`config.mk`:
```
export PLATFORM = sky130hd
export DESIGN_NAME = mul_seq
export DESIGN_NICKNAME = d
export VERILOG_FILES = /design/src/rtl/mul_seq.sv
export SDC_FILE = /design/constraint.sdc
export NUM_CORES = 1
export LEC_CHECK = 0
export BUFFER_PORTS_ARGS = -buffer_cell sky130_fd_sc_hd__buf_2
export CAP_MARGIN = 20
export CORE_UTILIZATION = 30
export CTS_CLUSTER_SIZE = 25
export DETAILED_ROUTE_END_ITERATION = 10
export PLACE_DENSITY = 0.43
export SETUP_SLACK_MARGIN = 0.4
export SLEW_MARGIN = 20
export SYNTH_ARGS = -nofsm -noshare
export SYNTH_HDL_FRONTEND = slang
export SYNTH_SLANG_ARGS = --single-unit
```
`constraint.sdc`:
```
create_clock -name clk -period 5 [get_ports clk]
set_input_delay 0.5 -clock clk [delete_from_list [all_inputs] [get_ports clk]]
set_output_delay 0.5 -clock clk [all_outputs]
set_load 0.03 [all_outputs]
```
`src/rtl/mul_seq.sv`:
```
// Iterative radix-2 shift-add multiplier for MUL, UMULL and SMULL.
// Define MUL_SEQ_EARLY_TERM_EN to end RUN once the remaining multiplier bits are zero.
module mul_seq #(
  parameter int WIDTH = 32
) (
  input  logic             clk,
  input  logic             reset,
  input  logic             start,
  input  logic [1:0]       MulOp,
  input  logic [WIDTH-1:0] SrcA,
  input  logic [WIDTH-1:0] SrcB,
  output logic             busy,
  output logic             done,
  output logic [WIDTH-1:0] ResultLo,
  output logic [WIDTH-1:0] ResultHi,
  output logic [1:0]       MulFlags
);

  localparam int CW = $clog2(WIDTH);

  typedef enum logic [1:0] {
    IDLE = 2'd0,
    RUN  = 2'd1,
    DONE = 2'd2
  } state_t;

  state_t               state_r;
  logic [CW-1:0]        cnt_r;
  logic [2*WIDTH-1:0]   acc_r;
  logic [2*WIDTH-1:0]   mcand_r;
  logic [WIDTH-1:0]     mplier_r;
  logic                 sign_r;
  logic                 long_r;

  logic [2*WIDTH-1:0]   add_s;
  logic [2*WIDTH-1:0]   prod_s;
  logic [WIDTH-1:0]     shifted_s;
  logic [WIDTH-1:0]     lo_s;
  logic [WIDTH-1:0]     hi_s;
  logic                 last_s;
  logic                 n_s;
  logic                 z_s;
  logic                 op_smull_s;
  logic                 op_long_s;

  // Magnitude of a signed operand; the most negative value maps onto 2^(WIDTH-1) unsigned.
  function automatic logic [WIDTH-1:0] mag(input logic [WIDTH-1:0] x);
    if (x[WIDTH-1]) begin
      mag = ~x + {{(WIDTH-1){1'b0}}, 1'b1};
    end else begin
      mag = x;
    end
  endfunction

  function automatic logic [2*WIDTH-1:0] neg2w(input logic [2*WIDTH-1:0] x);
    neg2w = ~x + {{(2*WIDTH-1){1'b0}}, 1'b1};
  endfunction

  // Status decode from state.
  always_comb begin
    busy = (state_r == RUN) || (state_r == DONE);
    done = (state_r == DONE);
  end

  // Datapath for one iteration and the product / flag values written on the final one.
  always_comb begin
    op_smull_s = (MulOp == 2'b10);
    op_long_s  = (MulOp == 2'b01) || (MulOp == 2'b10);
    add_s      = mplier_r[0] ? (acc_r + mcand_r) : acc_r;
    shifted_s  = mplier_r >> 1;
`ifdef MUL_SEQ_EARLY_TERM_EN
    last_s     = (cnt_r == CW'(WIDTH-1)) || (shifted_s == {WIDTH{1'b0}});
`else
    last_s     = (cnt_r == CW'(WIDTH-1));
`endif
    prod_s     = sign_r ? neg2w(add_s) : add_s;
    lo_s       = prod_s[WIDTH-1:0];
    hi_s       = long_r ? prod_s[2*WIDTH-1:WIDTH] : {WIDTH{1'b0}};
    n_s        = long_r ? hi_s[WIDTH-1] : lo_s[WIDTH-1];
    z_s        = long_r ? (prod_s == {(2*WIDTH){1'b0}}) : (lo_s == {WIDTH{1'b0}});
  end

  // Sequencer FSM with operand latches, accumulator and registered results.
  always_ff @(posedge clk) begin
    if (reset) begin
      state_r  <= IDLE;
      cnt_r    <= {CW{1'b0}};
      acc_r    <= {(2*WIDTH){1'b0}};
      mcand_r  <= {(2*WIDTH){1'b0}};
      mplier_r <= {WIDTH{1'b0}};
      sign_r   <= 1'b0;
      long_r   <= 1'b0;
      ResultLo <= {WIDTH{1'b0}};
      ResultHi <= {WIDTH{1'b0}};
      MulFlags <= 2'b00;
    end else begin
      case (state_r)
        IDLE: begin
          if (start) begin
            state_r <= RUN;
            cnt_r   <= {CW{1'b0}};
            acc_r   <= {(2*WIDTH){1'b0}};
            long_r  <= op_long_s;
            if (op_smull_s) begin
              mcand_r  <= {{WIDTH{1'b0}}, mag(SrcA)};
              mplier_r <= mag(SrcB);
              sign_r   <= SrcA[WIDTH-1] ^ SrcB[WIDTH-1];
            end else begin
              mcand_r  <= {{WIDTH{1'b0}}, SrcA};
              mplier_r <= SrcB;
              sign_r   <= 1'b0;
            end
          end else begin
            state_r <= IDLE;
          end
        end
        RUN: begin
          // Shifting mcand each cycle is the same as adding mcand << counter.
          acc_r    <= add_s;
          mcand_r  <= mcand_r << 1;
          mplier_r <= shifted_s;
          cnt_r    <= cnt_r + CW'(1);
          if (last_s) begin
            state_r  <= DONE;
            ResultLo <= lo_s;
            ResultHi <= hi_s;
            MulFlags <= {n_s, z_s};
          end else begin
            state_r <= RUN;
          end
        end
        DONE: begin
          state_r <= IDLE;
        end
        default: begin
          state_r <= IDLE;
        end
      endcase
    end
  end

endmodule

```
* Word level (Yosys, flattened, before mapping) *
Index checks and enable logic that the tools add are counted.

storage, ports and cells
  bits in registers = 235
  bits of input ports = 69
  output and inout bits = 68
  word-level logic and storage cells = 55

cells by class
  add/subtract/negate cells = 5
  eq/ne operators = 6
  muxes and demuxes = 21
  bitwise gates (word level) = 4
  reduce and logical (&&, ||, !) cells = 9

operator list
  kind                                                 count
  2-to-1 mux 64 bit                                    4
  one-hot mux 64 bit (2 select lines)                  2
  2-to-1 mux 32 bit                                    6
  adder 32 x 1 -> 32 bit, second input constant        2
  adder 64 x 1 -> 64 bit, second input constant        1
  adder 64 bit                                         1
  zero test 64 bit                                     1
  inverter 32 bit                                      2
  inverter 64 bit                                      1
  one-hot mux 32 bit (2 select lines)                  1
  zero test 32 bit                                     1
  one-hot mux 5 bit (2 select lines)                   1
  AND reduction 2 bit                                  3
  adder 5 x 1 -> 5 bit, second input constant          1
  equality test 5 bit, second input constant           1
  2-to-1 mux 5 bit                                     1
  equality test 2 x 1 -> 1 bit, second input constant  2
  equality test 2 bit, second input constant           2
  2-to-1 mux 1 bit                                     4
  one-hot mux 2 bit (2 select lines)                   1
  zero test 2 bit                                      1
  logical OR 1 bit                                     2
  2-to-1 mux 2 bit                                     1
  != test 2 bit, second input constant                 1
  other kinds (2)                                      2

* Depth between registers and ports, before layout *
Gate-level depths: netlist (run 1).

  word-level depth = 7
  depth in mapped cells = 21
  gate-level depth less buffers = 21

* Least setup slack after synthesis (run 1) *
Ideal clock, no wire load.

  path kind = reg-to-reg
  start point = reg acc_r[0]
  end point = reg MulFlags[0]
  setup time = 0.075 ns
  arrival time = 4.996 ns
  data required time = 4.925 ns
  slack = -0.071 ns
  cell stages (with the launch flop) = 20
  path buffers = 0
  period minus slack after synthesis = 5.071 ns
  path through = dfxtp_1 > ha_1 > inv_1 > fa_1 > nand2b_1 > a2111oi_0 > a211oi_2 > o31ai_1 > xor2_1 > o41a_1 > nor3b_2 > nand4_2 > or4b_4 > or3_4 > a21oi_1 > nor2_1 > a311o_1 > nor4_1 > a41oi_1 > o22ai_1

on the way
  longest elaborated chain between the ends = 7
  elaborated cells between the ends (all ways) = 8
  classes of those cells = 2 x add/sub; 3 x mux; 1 x bitwise; 2 x reduce/logical

ends and longest elaborated chain
  item                                                  line  RTL
  start: declaration                                    29    logic [2*WIDTH-1:0] acc_r;
  start signal: assignment                              88    acc_r <= {(2*WIDTH){1'b0}};
  start signal: assignment                              102   acc_r <= {(2*WIDTH){1'b0}};
  start signal: assignment                              119   acc_r <= add_s;
  adder 64 bit                                          69    add_s = mplier_r[0] ? (acc_r + mcand_r) : acc_r;
  2-to-1 mux 64 bit (*)                                 69
  inverter 64 bit                                       56    neg2w = ~x + {{(2*WIDTH-1){1'b0}}, 1'b1};
  adder 64 x 1 -> 64 bit                                56
  2-to-1 mux 64 bit (*)                                 76    prod_s = sign_r ? neg2w(add_s) : add_s;
  zero test 64 bit or zero test 32 bit (tied branches)  80    z_s = long_r ? (prod_s == {(2*WIDTH){1'b0}}) : (lo_s == {WIDTH{1'b0}});
  2-to-1 mux 1 bit (*)                                  80
  end signal: assignment                                127   MulFlags <= {n_s, z_s};
  end: declaration                                      16    output logic [1:0] MulFlags

Mark *: on every way between the ends. The rest lies on a longest branch, timed or not.
A chain may end at the register's enable or synchronous reset.

* Worst setup path after layout (run 1) *
Same ends and word-level chain as after synthesis.

==> metrics.md, run 1 <==
| Metric | Value |
|---|---|
| Run status | `complete, no violations` |
| Clock Power Share | `0.433` |
| Horizontal die dimension | `approximately 240 microns` |
| Critical Path End Type | `flop` |
| Hold Crit Start | `start` |
| Iteration-0 DRC Markers | `around 1100` |
| Number of nets in the synthesized netlist | `around 2600` |
| Combined area of the multi-input logic cells | `13100 sq um` |
| Fill cell instance count of the final layout | `between 6000 and 7000` |
| Type of the tightest min-delay check | `input port to flop` |
| CTS tree | `yes` |
| Total via count in the routed design | `19400` |
| Clock tree root buffer cell | `clkbuf_16` |
| Dominant combinational cell family by area after synthesis | `compound AO/OA/AOI/OAI gates` |
| Number of port buffers | `roughly 140` |
| Unrepaired setup endpoints after global routing | `true` |
| Register Area | `about 4700 sq um` |
| Maximum operating frequency | `a little over 200 MHz` |
| YS warnings | `0` |
| Number of instances in the placed design | `approximately 3500` |
| Sequential power share | `0.370` |
| Hold slack final | `0.223 ns` |
| Post-synthesis xor/xnor area fraction | `0.0715` |
| Fraction of final layout cells sized beyond drive strength 1 | `0.248` |
| Final min period | `about 4.9 ns` |
| Global-route wire length before repair | `between 100 and 150 mm` |
| Number of placed I/O pins | `137` |
| Post-detailed-routing wire length | `~70 mm` |
| Multiplexer share of the synthesized area | `0.0194` |
| Worst r2r src | `acc_r[0]$_SDFFE_PP0P_` |
| Commonest cells after routing, fill and taps aside | `333 x nand2_1, 315 x nor2_1, 292 x buf_4` |
| Post-Synthesis Cell Area | `17500 sq um` |
| Number of synthesized register bits | `235` |
| Routed Antenna Nets | `0` |
| Worst reg2reg setup slack | `roughly 0.075 ns` |
| Total negative setup slack | `0 ns` |
| Proportion of total power due to net switching | `0.302` |
| Post-detailed-route DRC marker count | `0` |
| Sequential-to-total area share from yosys stat | `0.269` |
| Pin count of the biggest net entering global routing | `108` |
| Final estimated routing congestion in global placement | `between 0.9 and 1` |
| Die Height | `roughly 240 microns` |
| Clock insertion delay at the later pin of the skew report | `0.60 ns` |
| Buffer levels on the longest clock path | `3` |
| Worst-case hold path end point | `sign_r$_SDFFE_PP0P_` |
| Core region area | `57700 sq um` |
| Leak | `around 9.0 nW` |
| Proportion of power drawn by combinational gates | `0.197` |
| Row Count | `a little under 90` |
| Total of endpoints with negative setup slack in the final report | `0` |
| Terminus of the critical flop-to-flop path | `MulFlags[0]$_SDFFE_PP0P_` |
| Starting density of the core | `0.304` |
| Vias per std cell | `about 5.4` |
| Number of standard cells after synthesis | `~2500` |
| Area grow syn2layout | `31.4%` |
| Power density of the placed cells | `about 230 nW/um^2` |
| Final max-slew violation count | `0` |
| TritonCTS buffer count | `30` |
| Relative slew slack | `0.333` |
| Number of antenna violations at the first check in global routing | `0` |
| # hold bufs at CTS | `0` |
| Most instantiated flip-flop cell in the synthesis netlist | `dfxtp_1` |
| Internal portion of total power | `3.68 mW` |
| Maximum clock skew at final layout | `between 0.02 and 0.025 ns` |
| Antenna fix cells | `0` |
| Actual transition at the worst max-transition pin | `1.00 ns` |
| IR Drop Worst-Case VDD | `0.000262 V` |
| Synthesized-area fraction occupied by ao, oa, aoi and oai cells | `0.272` |
| Required arrival time at the worst endpoint | `5.51 ns` |
| Die area | `between 50000 and 60000 sq um` |
| Average instance area after synthesis | `about 7.1 sq um` |
| Leftover overflow at the end of global routing | `0` |
| Clock input transition at the sequential cells of the worst setup and hold paths | `0.06 ns` |
| Final Non-Filler Cells | `between 3000 and 4000` |
| Number of synthesized flops with an enable pin | `0` |
| Simple-gate area share of the yosys netlist | `0.271` |
| Per-cell routed wire length | `between 15 and 20 microns` |
| Power spent charging and discharging nets | `about 1.6 mW` |
| Most common library cell in the layout ignoring fill and taps | `nand2_1` |
| Clock sink count | `around 240` |
| Crit-path max FO | `7` |
| Category of the critical setup timing path | `flop to flop` |
| Arrival time worst endpoint | `between 5 and 6 ns` |
| Synth cell types | `slightly above 90` |
| Post-detailed-placement half-perimeter wirelength | `about 53 mm` |
| Number of iterations in the first detailed-routing pass | `5` |
| Total track usage | `0.230` |
| Share of the cycle needed by the critical path after routing | `0.985` |
| Vias in the first global route | `roughly 19000` |
| Fraction of registers with async set/reset | `0` |
| Max Cap Viol | `0` |
| Number of H-tree branching levels | `1` |
| Launching element type of the critical path | `flop` |
| Adder-cell share of the synthesized area | `0.0526` |
| Cell depth of the worst hold path | `3` |
| Total power of the final layout | `between 5 and 6 mW` |
| Net count, final | `a little under 3000` |
| Hold Vio Cnt, Final | `0` |
| Depth of the worst register-to-register path | `20` |
-- cells by family (layout without fill, tap and decap cells) --
| kind of cell | after synthesis | in the layout |
|---|---|---|
| AO/OA/AOI/OAI | 751 | 751 |
| AND/OR/NAND/NOR | 1036 | 1036 |
| XOR/XNOR | 143 | 143 |
| adder cells (fa/ha/maj) | 73 | 73 |
| buffers and inverters | 203 | 539 |
| multiplexers | 32 | 32 |
| flip-flops | 235 | 235 |
-- Yosys cell counts, types with 10 or more instances --
cell type | instances | area, sq um
nand2_1 | 337 | 1260
nor2_1 | 323 | 1210
a21oi_1 | 259 | 1300
dfxtp_1 | 235 | 4700
clkbuf_1 | 131 | 492
o21ai_0 | 129 | 646
nand3_1 | 108 | 541
xnor2_1 | 90 | 788
ha_1 | 72 | 901
a22oi_1 | 71 | 533
nor3_1 | 57 | 285
xor2_1 | 53 | 464
a31oi_1 | 51 | 319
nand4_1 | 44 | 275
inv_1 | 42 | 158
o31ai_1 | 31 | 233
a21o_1 | 26 | 195
nand2b_1 | 25 | 156
or3_1 | 21 | 131
buf_1 | 18 | 67.6
nor4_1 | 18 | 113
mux2_2 | 16 | 180
mux2i_1 | 16 | 160
nor2b_1 | 16 | 100
and3_1 | 14 | 87.6
o41ai_1 | 14 | 123
a221oi_1 | 12 | 105
and2_1 | 12 | 75.1
o211ai_1 | 12 | 90.1
a211oi_1 | 11 | 82.6
a21boi_0 | 11 | 82.6
buf_2 | 11 | 55.1
o21a_1 | 11 | 82.6
o21ai_1 | 11 | 55.1
or4_1 | 11 | 82.6
a211o_1 | 10 | 87.6
o21bai_1 | 10 | 75.1
-- area by class of cell --
class,instances,area share
Tap cell,765,0.0416
Clock inverter,12,0.00663
Timing Repair Buffer,442,0.133
Sequential cell,235,0.205
Inverter,42,0.00685
Clock buffer,43,0.0378
Multi-Input combinational cell,2035,0.569
-- layer usage --
| layer | track usage | vias up | wire length, microns |
|---|---|---|---|
| met2 | 0.418 | 389 | 34900 |
| met5 | 0 | - | 0 |
| met3 | 0.0199 | 139 | 2160 |
| met4 | 0.0958 | 0 | 3320 |
| met1 | 0.276 | 9281 | 29600 |
| li1 | - | 9583 | - |
-- power by group through the flow --
stage	clock [mW]	sequential [mW]	combinational, mW
final	2.28	1.95	1.04
after global routing	2.42	1.96	1.13
after CTS	2.36	1.95	0.979
after detailed placement	0	1.99	0.919
after global placement	0	1.99	0.911
after floorplan	0	1.98	0.562
-- worst max path at each step --
stage	startpoint	cells past startpoint	slack, ns	endpoint
2_1_floorplan	mcand_r[0]$_SDFFE_PP0P_	19	0.37	MulFlags[0]$_SDFFE_PP0P_
5_1_grt	mcand_r[7]$_SDFFE_PP0P_	23	-0.15	MulFlags[0]$_SDFFE_PP0P_
3_3_place_gp	mcand_r[34]$_SDFFE_PP0P_	18	-0.23	MulFlags[0]$_SDFFE_PP0P_
4_1_cts	acc_r[0]$_SDFFE_PP0P_	19	0.009	MulFlags[0]$_SDFFE_PP0P_
3_5_place_dp	acc_r[10]$_SDFFE_PP0P_	18	-0.28	MulFlags[0]$_SDFFE_PP0P_
6_report	acc_r[0]$_SDFFE_PP0P_	20	0.08	MulFlags[0]$_SDFFE_PP0P_
-- flip-flops by register name, summed over array words and instances, names as in the netlist --
name / cells
MulFlags: 2
ResultHi: 32
ResultLo: 32
acc_r: 64
cnt_r: 5
long_r: 1
mcand_r: 64
mplier_r: 32
sign_r: 1
state_r: 2
-- through the flow --
step	util	setup slack (ns)	cell area [sq um]
global route	0.399	-0.149	23000
floorplan	-	0.371	17600
finish	0.399	0.0752	23000
detailed placement	0.358	-0.277	20700
CTS	0.388	0.00922	22400
global placement	0.358	-0.228	20700
-- worst max-delay path: stages, from the launching register on --
cell      delay [ns]
dfxtp_2         0.33
ha_4            0.16
inv_2           0.05
fa_2            0.19
nand2b_4        0.16
a21oi_4         0.06
o31a_1          0.28
or3_4           0.38
a311o_1         0.34
or4_4           0.52
nor3_4          0.23
nand4_2         0.18
or4b_4          0.57
buf_4           0.17
o31ai_2         0.25
xnor2_1         0.13
nor2_1          0.15
nand4_1         0.12
nor4_2          0.29
a41oi_1         0.15
o22ai_1         0.12
-- timing repair --
action / in CTS / in global routing
endpoints found under the setup margin: 17 / 21
pin swaps: 30 / 48
resized for setup: 109 / 102
hold endpoints to repair: 0 / 0
buffers inserted: 23 / 16
(Power assumes the default switching activity.)
==> run 2: changes to the inputs <==
clock period = 4.4 ns   (was 5 ns; I/O delays follow)
==> run 2 against run 1 <==
Compared with the run above: highest routed layer unchanged; critical endpoint unchanged; sequential power rose by 14%; the run now ends with setup timing left; wire length is 4.5% higher; critical path depth is 1 lower; combinational power increased by 25%.
==> metrics.md, run 2 (synthesis gave the netlist of run 1 again) <==
| Metric | Value |
|---|---|
| Launching element type of the critical path | `flop` |
| Crit-path max FO | `5` |
| Hold Crit Start | `start` |
| Area grow syn2layout | `44.4%` |
| TritonCTS buffer count | `30` |
| Net count, final | `between 3000 and 4000` |
| Worst setup startpoint | `mcand_r[0]$_SDFFE_PP0P_` |
| Proportion of total power due to net switching | `0.299` |
| Clock sink count | `about 240` |
| Clock input transition at the sequential cells of the worst setup and hold paths | `approximately 0.060 ns` |
| Most common library cell in the layout ignoring fill and taps | `buf_4` |
| Number of antenna violations at the first check in global routing | `0` |
| Routed Antenna Nets | `0` |
| Kind of cell with the highest combined delay on the critical path | `simple AND/OR/NAND/NOR gates` |
| Final min period | `4.91 ns` |
| Total power of the final layout | `just over 6 mW` |
| Run status | `finished, violations left` |
| Power spent charging and discharging nets | `between 1.5 and 2 mW` |
| Fill cell instance count of the final layout | `around 6000` |
| Type of the tightest min-delay check | `input port to flop` |
| Total of endpoints with negative setup slack in the final report | `17` |
| Total track usage | `0.241` |
| Proportion of power drawn by combinational gates | `0.210` |
| Core region area | `57700 sq um` |
| Clock tree root buffer cell | `clkbuf_16` |
| Critical Path End Type | `flop` |
| Maximum clock skew at final layout | `0.0311 ns` |
| Violations in the final reports | `setup timing` |
| Utilization after layout | `0.438` |
| Actual transition at the worst max-transition pin | `between 0.9 and 1 ns` |
| Leak | `10.3 nW` |
| Final estimated routing congestion in global placement | `0.942` |
| Commonest cells after routing, fill and taps aside | `556 x buf_4, 330 x nand2_1, 311 x nor2_1` |
| Cell with the largest stage delay on the worst path | `or4b_4` |
| CTS tree | `yes` |
| Unrepaired setup endpoints after global routing | `true` |
| Relative slew slack | `0.348` |
| Required arrival time at the worst endpoint | `a little under 5 ns` |
| Post-detailed-routing wire length | `~73 mm` |
| Die Height | `roughly 240 microns` |
| Post-placement worst setup slack | `-0.859 ns` |
| Row Count | `88` |
| Clock insertion delay at the later pin of the skew report | `approximately 0.61 ns` |
| Number of port buffers | `136` |
| Die area | `59400 sq um` |
| Iteration-0 DRC Markers | `around 1100` |
| Sequential power share | `0.358` |
| Leftover overflow at the end of global routing | `0` |
| Category of the critical setup timing path | `flop to flop` |
| Depth of the worst register-to-register path | `19` |
| Worst path max stage delay | `about 0.56 ns` |
| Clock Power Share | `0.432` |
| Internal portion of total power | `around 4.3 mW` |
| Share of the cycle needed by the critical path after routing | `1.12` |
| IR Drop Worst-Case VDD | `between 0.0002 and 0.0003 V` |
| Buffer levels on the longest clock path | `3` |
| Number of H-tree branching levels | `1` |
| Placed cell area | `22700 sq um` |
| Post-route standard cell area excluding fillers | `roughly 25000 sq um` |
| Critical path depth | `19` |
| Final max-slew violation count | `0` |
| Arrival time worst endpoint | `between 5 and 6 ns` |
| Worst setup slack after layout | `-0.510 ns` |
| Post-detailed-placement half-perimeter wirelength | `between 50 and 60 mm` |
| Post-detailed-route DRC marker count | `0` |
| Worst r2r src | `mcand_r[0]$_SDFFE_PP0P_` |
| Hold Vio Cnt, Final | `0` |
| Total negative setup slack | `-3.45 ns` |
| Antenna fix cells | `0` |
| Total via count in the routed design | `slightly above 20000` |
| Per-cell routed wire length | `19.1 microns` |
| Global-route wire length before repair | `roughly 110 mm` |
| Biggest regs | `acc_r: 64 flops, mcand_r: 64 flops` |
| # hold bufs at CTS | `0` |
| Pin count of the biggest net entering global routing | `between 150 and 200` |
| Maximum operating frequency | `between 200 and 250 MHz` |
| Max Cap Viol | `0` |
| Starting density of the core | `0.304` |
| Number of iterations in the first detailed-routing pass | `5` |
| Critical path buffer and inverter count | `1` |
| Number of placed I/O pins | `around 140` |
| Vias in the first global route | `between 20000 and 25000` |
| Most prevalent standard cell on the critical path | `a311o_1` |
| Fraction of final layout cells sized beyond drive strength 1 | `0.329` |
| Critical path cell sequence | `ha_4, inv_2, fa_2, nand2b_4, a21oi_4, o31a_1, or3_1, a311o_1, or4_4, nor3_4, nand4_2, or4b_4, or3_4, a21oi_2, nor2_2, a311o_1, nor4_2, a41oi_1, o22ai_1` |
| Vias per std cell | `5.32` |
| Cell depth of the worst hold path | `3` |
| Power density of the placed cells | `around 240 nW/um^2` |
| Horizontal die dimension | `244 microns` |
## run 2: changes by cell type in the layout (fill, tap and decap cells not counted), sizes merged
cell	before	now
bufinv	3	5
buf	442	704
inv	43	44
clkbuf	43	39
## run 2: worst paths after layout
check                                                end  slack [ns]
worst min-delay path                 sign_r$_SDFFE_PP0P_        0.11
worst min register to register  mplier_r[7]$_SDFFE_PP0P_        0.45
worst max-delay path            MulFlags[0]$_SDFFE_PP0P_       -0.51
worst max register to register  MulFlags[0]$_SDFFE_PP0P_       -0.51
## run 2: per-layer routing
| layer | GRT usage | share of wire |
|---|---|---|
| met5 | 0 | 0 |
| met4 | 0.110 | 0.051 |
| met3 | 0.0210 | 0.031 |
| met2 | 0.437 | 0.50 |
| met1 | 0.285 | 0.42 |
## run 2: layout make-up
class	count	area (sq um)	area share
Sequential cell	235	4730	0.187
Inverter	42	158	0.00623
Tap cell	765	957	0.0378
Multi-Input combinational cell	2035	13400	0.529
Clock inverter	15	226	0.00895
Clock buffer	39	825	0.0326
Timing Repair Buffer	704	5010	0.198
## run 2: worst reg2reg max path, cell delays in order, from the launching register on
cell and delay (ns):
dfxtp_2 0.34, ha_4 0.16, inv_2 0.05, fa_2 0.23, nand2b_4 0.18, a21oi_4 0.07, o31a_1 0.31, or3_1 0.38
a311o_1 0.34, or4_4 0.49, nor3_4 0.18, nand4_2 0.15, or4b_4 0.56, or3_4 0.42, a21oi_2 0.16, nor2_2 0.06
a311o_1 0.27, nor4_2 0.16, a41oi_1 0.15, o22ai_1 0.14
## run 2: repair_timing
item	4_1_cts	5_1_grt
setup endpoints to repair	43	47
setup buffers	26	14
gates resized for setup	155	103
pin swaps	43	52
## run 2: metrics by stage
step | cells | hold slack, ns
final | 3835 | 0.110
after global routing | 3835 | 0.113
after CTS | 3821 | 0.0936
after detailed placement | 3741 | 0.444
after global placement | 3741 | 0.439
after floorplan | 2473 | 0.432
## run 2: power by group through the flow
stage          Combinational [mW]  Sequential [mW]  Clock (mW)
2_1_floorplan               0.655             2.25           0
3_5_place_dp                 1.15             2.26           0
3_3_place_gp                 1.14             2.26           0
4_1_cts                      1.24             2.21        2.74
5_1_grt                      1.40             2.22        2.82
6_report                     1.30             2.22        2.67
